`src/rtl/serial_xfer_pkg.sv`:
```
// Shared definitions for the serial transfer controller.
//
// Contents:
//   xferState_t     - transfer sequencer states
//   CPOL_* / CPHA_* - named serial clock mode settings
//   clampBitCount   - maps a requested transfer length onto 1..width
//
// Optional feature macro used by the controller: SERIAL_XFER_ABORT_EN
package serial_xfer_pkg;

   typedef enum logic [2:0] {
      IDLE,
      LOAD,
      SETUP,
      LEAD,
      TRAIL,
      HOLD
   } xferState_t;

   // Idle level of the serial clock
   localparam logic CPOL_IDLE_LOW  = 1'b0;
   localparam logic CPOL_IDLE_HIGH = 1'b1;

   // Which half-period edge samples the incoming data
   localparam logic CPHA_SAMPLE_LEAD  = 1'b0;
   localparam logic CPHA_SAMPLE_TRAIL = 1'b1;

   // A length of zero, or one longer than the shift register, means a full-width transfer
   function automatic int clampBitCount(input int requested, input int width);
      if (requested == 0 || requested > width) begin
         return width;
      end
      return requested;
   endfunction

endpackage

```
`src/rtl/serial_clock_divider.sv`:
```
// Half-period timebase for the serial transfer controller.
//
// Ports:
//   clk     in   system clock
//   rst     in   synchronous active-high reset
//   restart in   holds the count at zero so the next half-period starts cleanly
//   divider in   half-period length minus one (H = divider + 1)
//   tick    out  high in the last cycle of a half-period; the following clk edge
//                starts the next H-cycle half-period
module serial_clock_divider #(
   parameter int DIV_WIDTH = 8
) (
   input  logic                 clk,
   input  logic                 rst,
   input  logic                 restart,
   input  logic [DIV_WIDTH-1:0] divider,
   output logic                 tick
);

   logic [DIV_WIDTH-1:0] count_q;
   logic [DIV_WIDTH-1:0] count_d;

   // The count runs 0..divider and wraps; comparing against divider instead of
   // counting to divider+1 lets an all-ones divider give H = 2^DIV_WIDTH without
   // needing an extra counter bit.
   always_comb begin
      count_d = count_q + 1'b1;
      if (restart || (count_q == divider)) begin
         count_d = '0;
      end
   end

   always_ff @(posedge clk) begin
      if (rst) begin
         count_q <= '0;
      end else begin
         count_q <= count_d;
      end
   end

   assign tick = !restart && (count_q == divider);

endmodule

```
`src/rtl/serial_transfer_controller.sv`:
```
// Transfer sequencer for the SPI-style peripheral path. Drives the shift register
// strobes, generates sclk and cs_n, and reports completion.
//
// Ports:
//   clk, rst        system clock, synchronous active-high reset
//   start           transfer request, accepted only while busy = 0
//   divider         half-period length minus one in clk cycles
//   bitCount        bits per transfer (0 or > WIDTH means WIDTH)
//   cpol, cpha      serial clock idle level and sampling edge
//   msbFirstCfg     requested bit order
//   loadEnable      one-cycle parallel load strobe
//   shiftInEnable   one-cycle sample strobe
//   shiftOutEnable  one-cycle output-update strobe
//   msbFirst        bit order latched for the running transfer
//   sclk, cs_n      serial clock and active-low chip select
//   busy, done      transfer in progress / one-cycle completion pulse
//   abort, aborted  early termination request and its one-cycle acknowledge
//                   (present only when SERIAL_XFER_ABORT_EN is defined)
//
// Optional feature macro: SERIAL_XFER_ABORT_EN
module serial_transfer_controller
   import serial_xfer_pkg::*;
#(
   parameter int WIDTH     = 8,
   parameter int DIV_WIDTH = 8
) (
   input  logic                       clk,
   input  logic                       rst,
   input  logic                       start,
   input  logic [DIV_WIDTH-1:0]       divider,
   input  logic [$clog2(WIDTH+1)-1:0] bitCount,
   input  logic                       cpol,
   input  logic                       cpha,
   input  logic                       msbFirstCfg,
   output logic                       loadEnable,
   output logic                       shiftInEnable,
   output logic                       shiftOutEnable,
   output logic                       msbFirst,
   output logic                       sclk,
   output logic                       cs_n,
   output logic                       busy,
   output logic                       done
`ifdef SERIAL_XFER_ABORT_EN
   ,
   input  logic                       abort,
   output logic                       aborted
`endif
);

   localparam int BCW = $clog2(WIDTH + 1);

   xferState_t state_q, state_d;

   logic [DIV_WIDTH-1:0] divCfg_q, divCfg_d;
   logic [BCW-1:0]       lenCfg_q, lenCfg_d;
   logic                 cpolCfg_q, cpolCfg_d;
   logic                 cphaCfg_q, cphaCfg_d;
   logic                 msbCfg_q, msbCfg_d;
   logic [BCW-1:0]       bitCnt_q, bitCnt_d;

   logic loadEnable_q, loadEnable_d;
   logic shiftIn_q, shiftIn_d;
   logic shiftOut_q, shiftOut_d;
   logic msbFirst_q, msbFirst_d;
   logic sclk_q, sclk_d;
   logic csN_q, csN_d;
   logic busy_q, busy_d;
   logic done_q, done_d;
   logic aborted_d;

   logic tick;
   logic restart;
   logic accept;
   logic abortHit;
   logic finish;
   logic enterHalf;
   logic sampleLead;

   // The timebase is held at zero until the sequencer leaves LOAD, so the first
   // SETUP cycle is always the first cycle of a fresh half-period.
   assign restart = (state_q == IDLE) || (state_q == LOAD);

   serial_clock_divider #(
      .DIV_WIDTH(DIV_WIDTH)
   ) clockDivider (
      .clk    (clk),
      .rst    (rst),
      .restart(restart),
      .divider(divCfg_q),
      .tick   (tick)
   );

`ifdef SERIAL_XFER_ABORT_EN
   assign abortHit = abort && (state_q != IDLE);
`else
   assign abortHit = 1'b0;
`endif

   // Next-state and next-output logic. Every output is computed here for the
   // state being entered and then registered, so outputs line up with the state
   // they describe and never see an input combinationally. Configuration values
   // are taken from their _d copies so the LOAD cycle already reflects the
   // settings accepted with start.
   always_comb begin
      accept    = (state_q == IDLE) && start;
      divCfg_d  = accept ? divider     : divCfg_q;
      lenCfg_d  = accept ? bitCount    : lenCfg_q;
      cpolCfg_d = accept ? cpol        : cpolCfg_q;
      cphaCfg_d = accept ? cpha        : cphaCfg_q;
      msbCfg_d  = accept ? msbFirstCfg : msbCfg_q;

      state_d  = state_q;
      bitCnt_d = bitCnt_q;
      finish   = 1'b0;

      case (state_q)
         IDLE: begin
            if (start) begin
               state_d = LOAD;
            end
         end
         LOAD: begin
            state_d  = SETUP;
            bitCnt_d = BCW'(clampBitCount(int'(lenCfg_q), WIDTH));
         end
         SETUP: begin
            if (tick) begin
               state_d = LEAD;
            end
         end
         LEAD: begin
            if (tick) begin
               state_d  = TRAIL;
               bitCnt_d = bitCnt_q - 1'b1;
            end
         end
         TRAIL: begin
            if (tick) begin
               state_d = (bitCnt_q == '0) ? HOLD : LEAD;
            end
         end
         HOLD: begin
            if (tick) begin
               state_d = IDLE;
               finish  = 1'b1;
            end
         end
         default: begin
            state_d = IDLE;
         end
      endcase

      // An abort overrides any pending transition and suppresses completion
      if (abortHit) begin
         state_d = IDLE;
         finish  = 1'b0;
      end

      // LEAD and TRAIL always alternate, so any state change into them marks
      // the first cycle of a half-period
      enterHalf  = (state_d != state_q);
      sampleLead = (cphaCfg_d == CPHA_SAMPLE_LEAD);

      sclk_d       = (state_d == LEAD) ? ~cpolCfg_d : cpolCfg_d;
      shiftIn_d    = enterHalf && (((state_d == LEAD) && sampleLead) ||
                                   ((state_d == TRAIL) && !sampleLead));
      shiftOut_d   = enterHalf && (((state_d == TRAIL) && sampleLead) ||
                                   ((state_d == LEAD) && !sampleLead));
      loadEnable_d = (state_d == LOAD);
      csN_d        = (state_d == IDLE);
      busy_d       = (state_d != IDLE);
      done_d       = finish;
      msbFirst_d   = (state_d != IDLE) && msbCfg_d;
      aborted_d    = abortHit;
   end

   // State, configuration and output registers
   always_ff @(posedge clk) begin
      if (rst) begin
         state_q      <= IDLE;
         divCfg_q     <= '0;
         lenCfg_q     <= '0;
         cpolCfg_q    <= CPOL_IDLE_LOW;
         cphaCfg_q    <= CPHA_SAMPLE_LEAD;
         msbCfg_q     <= 1'b0;
         bitCnt_q     <= '0;
         loadEnable_q <= 1'b0;
         shiftIn_q    <= 1'b0;
         shiftOut_q   <= 1'b0;
         msbFirst_q   <= 1'b0;
         sclk_q       <= CPOL_IDLE_LOW;
         csN_q        <= 1'b1;
         busy_q       <= 1'b0;
         done_q       <= 1'b0;
      end else begin
         state_q      <= state_d;
         divCfg_q     <= divCfg_d;
         lenCfg_q     <= lenCfg_d;
         cpolCfg_q    <= cpolCfg_d;
         cphaCfg_q    <= cphaCfg_d;
         msbCfg_q     <= msbCfg_d;
         bitCnt_q     <= bitCnt_d;
         loadEnable_q <= loadEnable_d;
         shiftIn_q    <= shiftIn_d;
         shiftOut_q   <= shiftOut_d;
         msbFirst_q   <= msbFirst_d;
         sclk_q       <= sclk_d;
         csN_q        <= csN_d;
         busy_q       <= busy_d;
         done_q       <= done_d;
      end
   end

`ifdef SERIAL_XFER_ABORT_EN
   logic aborted_q;

   // One-cycle acknowledge of an accepted abort
   always_ff @(posedge clk) begin
      if (rst) begin
         aborted_q <= 1'b0;
      end else begin
         aborted_q <= aborted_d;
      end
   end

   assign aborted = aborted_q;
`else
   logic unusedAbort;
   assign unusedAbort = aborted_d;
`endif

   assign loadEnable     = loadEnable_q;
   assign shiftInEnable  = shiftIn_q;
   assign shiftOutEnable = shiftOut_q;
   assign msbFirst       = msbFirst_q;
   assign sclk           = sclk_q;
   assign cs_n           = csN_q;
   assign busy           = busy_q;
   assign done           = done_q;

endmodule

```
`config.mk`:
```
export PLATFORM = sky130hd
export DESIGN_NAME = serial_transfer_controller
export DESIGN_NICKNAME = d
export VERILOG_FILES = /design/src/rtl/serial_xfer_pkg.sv /design/src/rtl/serial_clock_divider.sv /design/src/rtl/serial_transfer_controller.sv
export SDC_FILE = /design/constraint.sdc
export NUM_CORES = 1
export LEC_CHECK = 0
export BUFFER_PORTS_ARGS = -buffer_cell sky130_fd_sc_hd__buf_2
export CORE_MARGIN = 2
export CORE_UTILIZATION = 30
export DETAILED_ROUTE_END_ITERATION = 12
export SLEW_MARGIN = 20
export SYNTH_ARGS = -nofsm -noshare
export SYNTH_HDL_FRONTEND = slang
export SYNTH_SLANG_ARGS = --single-unit
```
`constraint.sdc`:
```
create_clock -name clk -period 2.6 [get_ports clk]
set_clock_uncertainty 0.1 [all_clocks]
set_input_delay 0.39 -clock clk [delete_from_list [all_inputs] [get_ports clk]]
set_output_delay 0.39 -clock clk [all_outputs]
set_load 0.005 [all_outputs]
```
==> metrics.md <==
| Metric | Value |
|---|---|
| CP max stage delay | 540 ps |
| Post-synth ARST share | 0% |
| Hold-fix buffer count after cts | 0 |
| Final hold vios | 0 |
| Worst setup SP type | flip-flop |
| CTS tree | done |
| Final min period | 2020 ps |
| Die Y | 78.9 um |
| Synth Warn # | 0 |
| Share of layout cells above drive strength 1 | 17.6% |
| PortBufs | 25 |
| DIE AREA | 6220 um2 |
| I/O pin cnt | 26 |
| P_leak | 0.810 nW |
| Critical path's slowest cell | nor4_1 |
| Post-CTS sizing | 0 |
| Initial DRC Count | 40 |
| Row count | 27 |
| Vias per std cell | 4.73 |
| Maximum vdd drop | 0.372 mV |
| Clock-pin slew on the worst setup and hold paths | 80 ps |
| Synth unique cells | 37 |
| Post-synth EDFFs | 0 |
| Setup crit start | clockDivider.count_q[1] |
| Layout area overhead | 16.4% |
| Reg area | 761 um2 |
| Vias | 1413 |
| FF-to-FF path depth | 5 |
| Wire per inst | 11.4 um |
| Rel. slew slack | 61.2% |
| Critical path required time | 2680 ps |
| Starting density of the core | 30.7% |
| Final Cycle Share | 77.7% |
| Drt pass-1 iters | 4 |
| Hold path startpoint | divider[0] |
| Worst Tran Pin Value | 577 ps |
| Post-CTS Setup Bufs | 0 |
| Crit path arrival time | 2100 ps |
| Worst setup margin | 579 ps |
| Seq/Total Area, Yosys | 45.2% |
| Max frequency | 495 MHz |
| Status | finished, final reports clean |
| Pin count of the biggest net entering global routing | 32 |
| Hold Path Class | input port to flip-flop |
| Final hold slack | 224 ps |
| Final HPWL DP | 2480 um |
| Core ar. | 5470 um2 |
| Synthesized flop and latch total | 38 |
| Family with the most delay on the worst path | simple AND/OR/NAND/NOR gates |
| GP Congestion | 0.808 |
| CTS Root Cell | clkbuf_8 |
| Clk buf depth | 2 |
| Sink Count | 38 |
| First-pass GRT wire length | 5760 um |
| Net Count, Synth | 223 |
| Cells after Synth | 203 |
| Number of cells on the critical path | 5 |
| R2r startpoint | clockDivider.count_q[1] |
| Ys flop type | dfxtp_1 |
| Syn avg cell area | 8.29 um2 |
| CP Buf/Inv Count | 0 |
| Antenna diodes | 0 |
| Total Routing Usage GR | 11.9% |
| Remaining global-route overflow | 0 |
| Total negative setup slack | 0 ps |
| Pwr Density | 672 nW/um2 |
| H-tree depth | 2 |
| Power, Total | 0.00132 W |
| Multi-input logic area | 858 um2 |
| Vias in the first global route | 1275 |
| Mapped cell area | 1680 um2 |
| CP endpoint kind | flip-flop |
| Inserted Clock Buffers | 5 |
| Setup violators final | 0 |
| Final Util | 35.8% |
| Fin nets | 246 |
| Crit Path Class | flip-flop to flip-flop |
| Max cap viols | 0 |
| Clk_lat worst skew | 290 ps |
| Pre-CTS WS | 676 ps |
| Post-route ant nets | 0 |
| Hold path depth | 3 |
| Critical-path cell list | xor2_1 -> nor4_1 -> nand2_1 -> o21ai_1 -> mux2_1 |
| DRC viols | 0 |
| Slew Limit Fails | 0 |
| Initial antenna violation count | 0 |
| Crit-path max FO | 5 |
| WL final | 3420 um |
| Unrepaired setup endpoints after global routing | no |
| Layout filler cell count | 594 |
| Die width | 78.9 um |
[cell usage after synthesis, types with 2 or more instances]
master | instances | area [um2]
dfxtp_1 | 38 | 761
nand2_1 | 30 | 113
nor2_1 | 21 | 78.8
a21oi_1 | 19 | 95.1
xor2_1 | 13 | 114
o21ai_0 | 9 | 45.0
clkbuf_1 | 7 | 26.3
nor3_1 | 7 | 35.0
inv_1 | 6 | 22.5
nand3_1 | 6 | 30.0
mux2i_1 | 4 | 40.0
and3_1 | 3 | 18.8
buf_2 | 3 | 15.0
nand2b_1 | 3 | 18.8
nor2b_1 | 3 | 18.8
nor4_1 | 3 | 18.8
a31oi_1 | 2 | 12.5
ha_1 | 2 | 25.0
nand3b_1 | 2 | 15.0
o21ai_1 | 2 | 10.0
o31ai_1 | 2 | 15.0
or3_1 | 2 | 12.5
or4_4 | 2 | 22.5
[state kept, by name, indices dropped and copies added (netlist names)]
signal,flops
divCfg_q,8
cphaCfg_q,1
shiftInEnable,1
lenCfg_q,4
loadEnable,1
shiftOutEnable,1
busy,1
bitCnt_q,4
clockDivider.count_q,8
done,1
cs_n,1
cpolCfg_q,1
msbCfg_q,1
msbFirst,1
sclk,1
state_q,3
[layer usage]
metal  GRT usage (%)  vias up  part of all wire [%]  wire (um)
met3            4.09        7                   5.3        182
met2            16.8       37                    42       1430
met1            15.5      631                    50       1720
met5               0        -                     0          0
met4            7.24        0                   2.5         85
li1                -      738                     -          -
[report_power, final]
group / internal [W] / switching (W)
Sequential: 0.000622 / 0.0000320
Clock: 0.000213 / 0.000206
Combinational: 0.000101 / 0.000141
[placed cells by master, fill, tap and decap left out, types with 3 or more instances in the layout]
cell,n
clkbuf_8,6
nand2_1,30
dfxtp_1,38
nor4_1,3
nor3_1,7
a21oi_1,19
mux2i_1,4
buf_2,25
o21ai_0,9
xor2_1,13
and3_1,3
nor2_1,21
inv_1,6
nand2b_1,3
nor2b_1,3
nand3_1,6
[through the flow]
stage	std cells	cell area (um2)
6_report	299	1960
5_1_grt	299	1960
2_1_floorplan	203	1680
3_3_place_gp	291	1860
3_5_place_dp	291	1860
4_1_cts	299	1960
[worst reg2reg max path: stages (launching register included)]
cell and delay (ps):
dfxtp_1 430, xor2_1 120, nor4_1 540, nand2_1 190, o21ai_1 200, mux2_1 330
[path summary, 6_finish.rpt]
kind / endpoint / slack, ps
max: sclk / 580
min: divCfg_q[0] / 220
min reg2reg: divCfg_q[7] / 370
max reg2reg: sclk / 580
[final cells by class]
type                       count  share of cell area [%]
clock inverter                 2                   0.639
sequential                    38                    38.8
timing repair buffer          26                    6.77
inverter                       6                    1.15
tap                           72                    4.60
clock buffer                   6                    4.21
multi-input combinational    149                    43.8
[cell families after synthesis]
group                    count (synthesis)  synth area share [%]
AO/OA/AOI/OAI                           41                  14.1
XOR/XNOR                                14                  7.29
multiplexers                             5                  3.05
buffers and inverters                   16                  3.79
flip-flops                              38                  45.2
adder cells (fa/ha/maj)                  2                  1.49
AND/OR/NAND/NOR                         87                  25.1
Power figures use the tool's default switching activity.
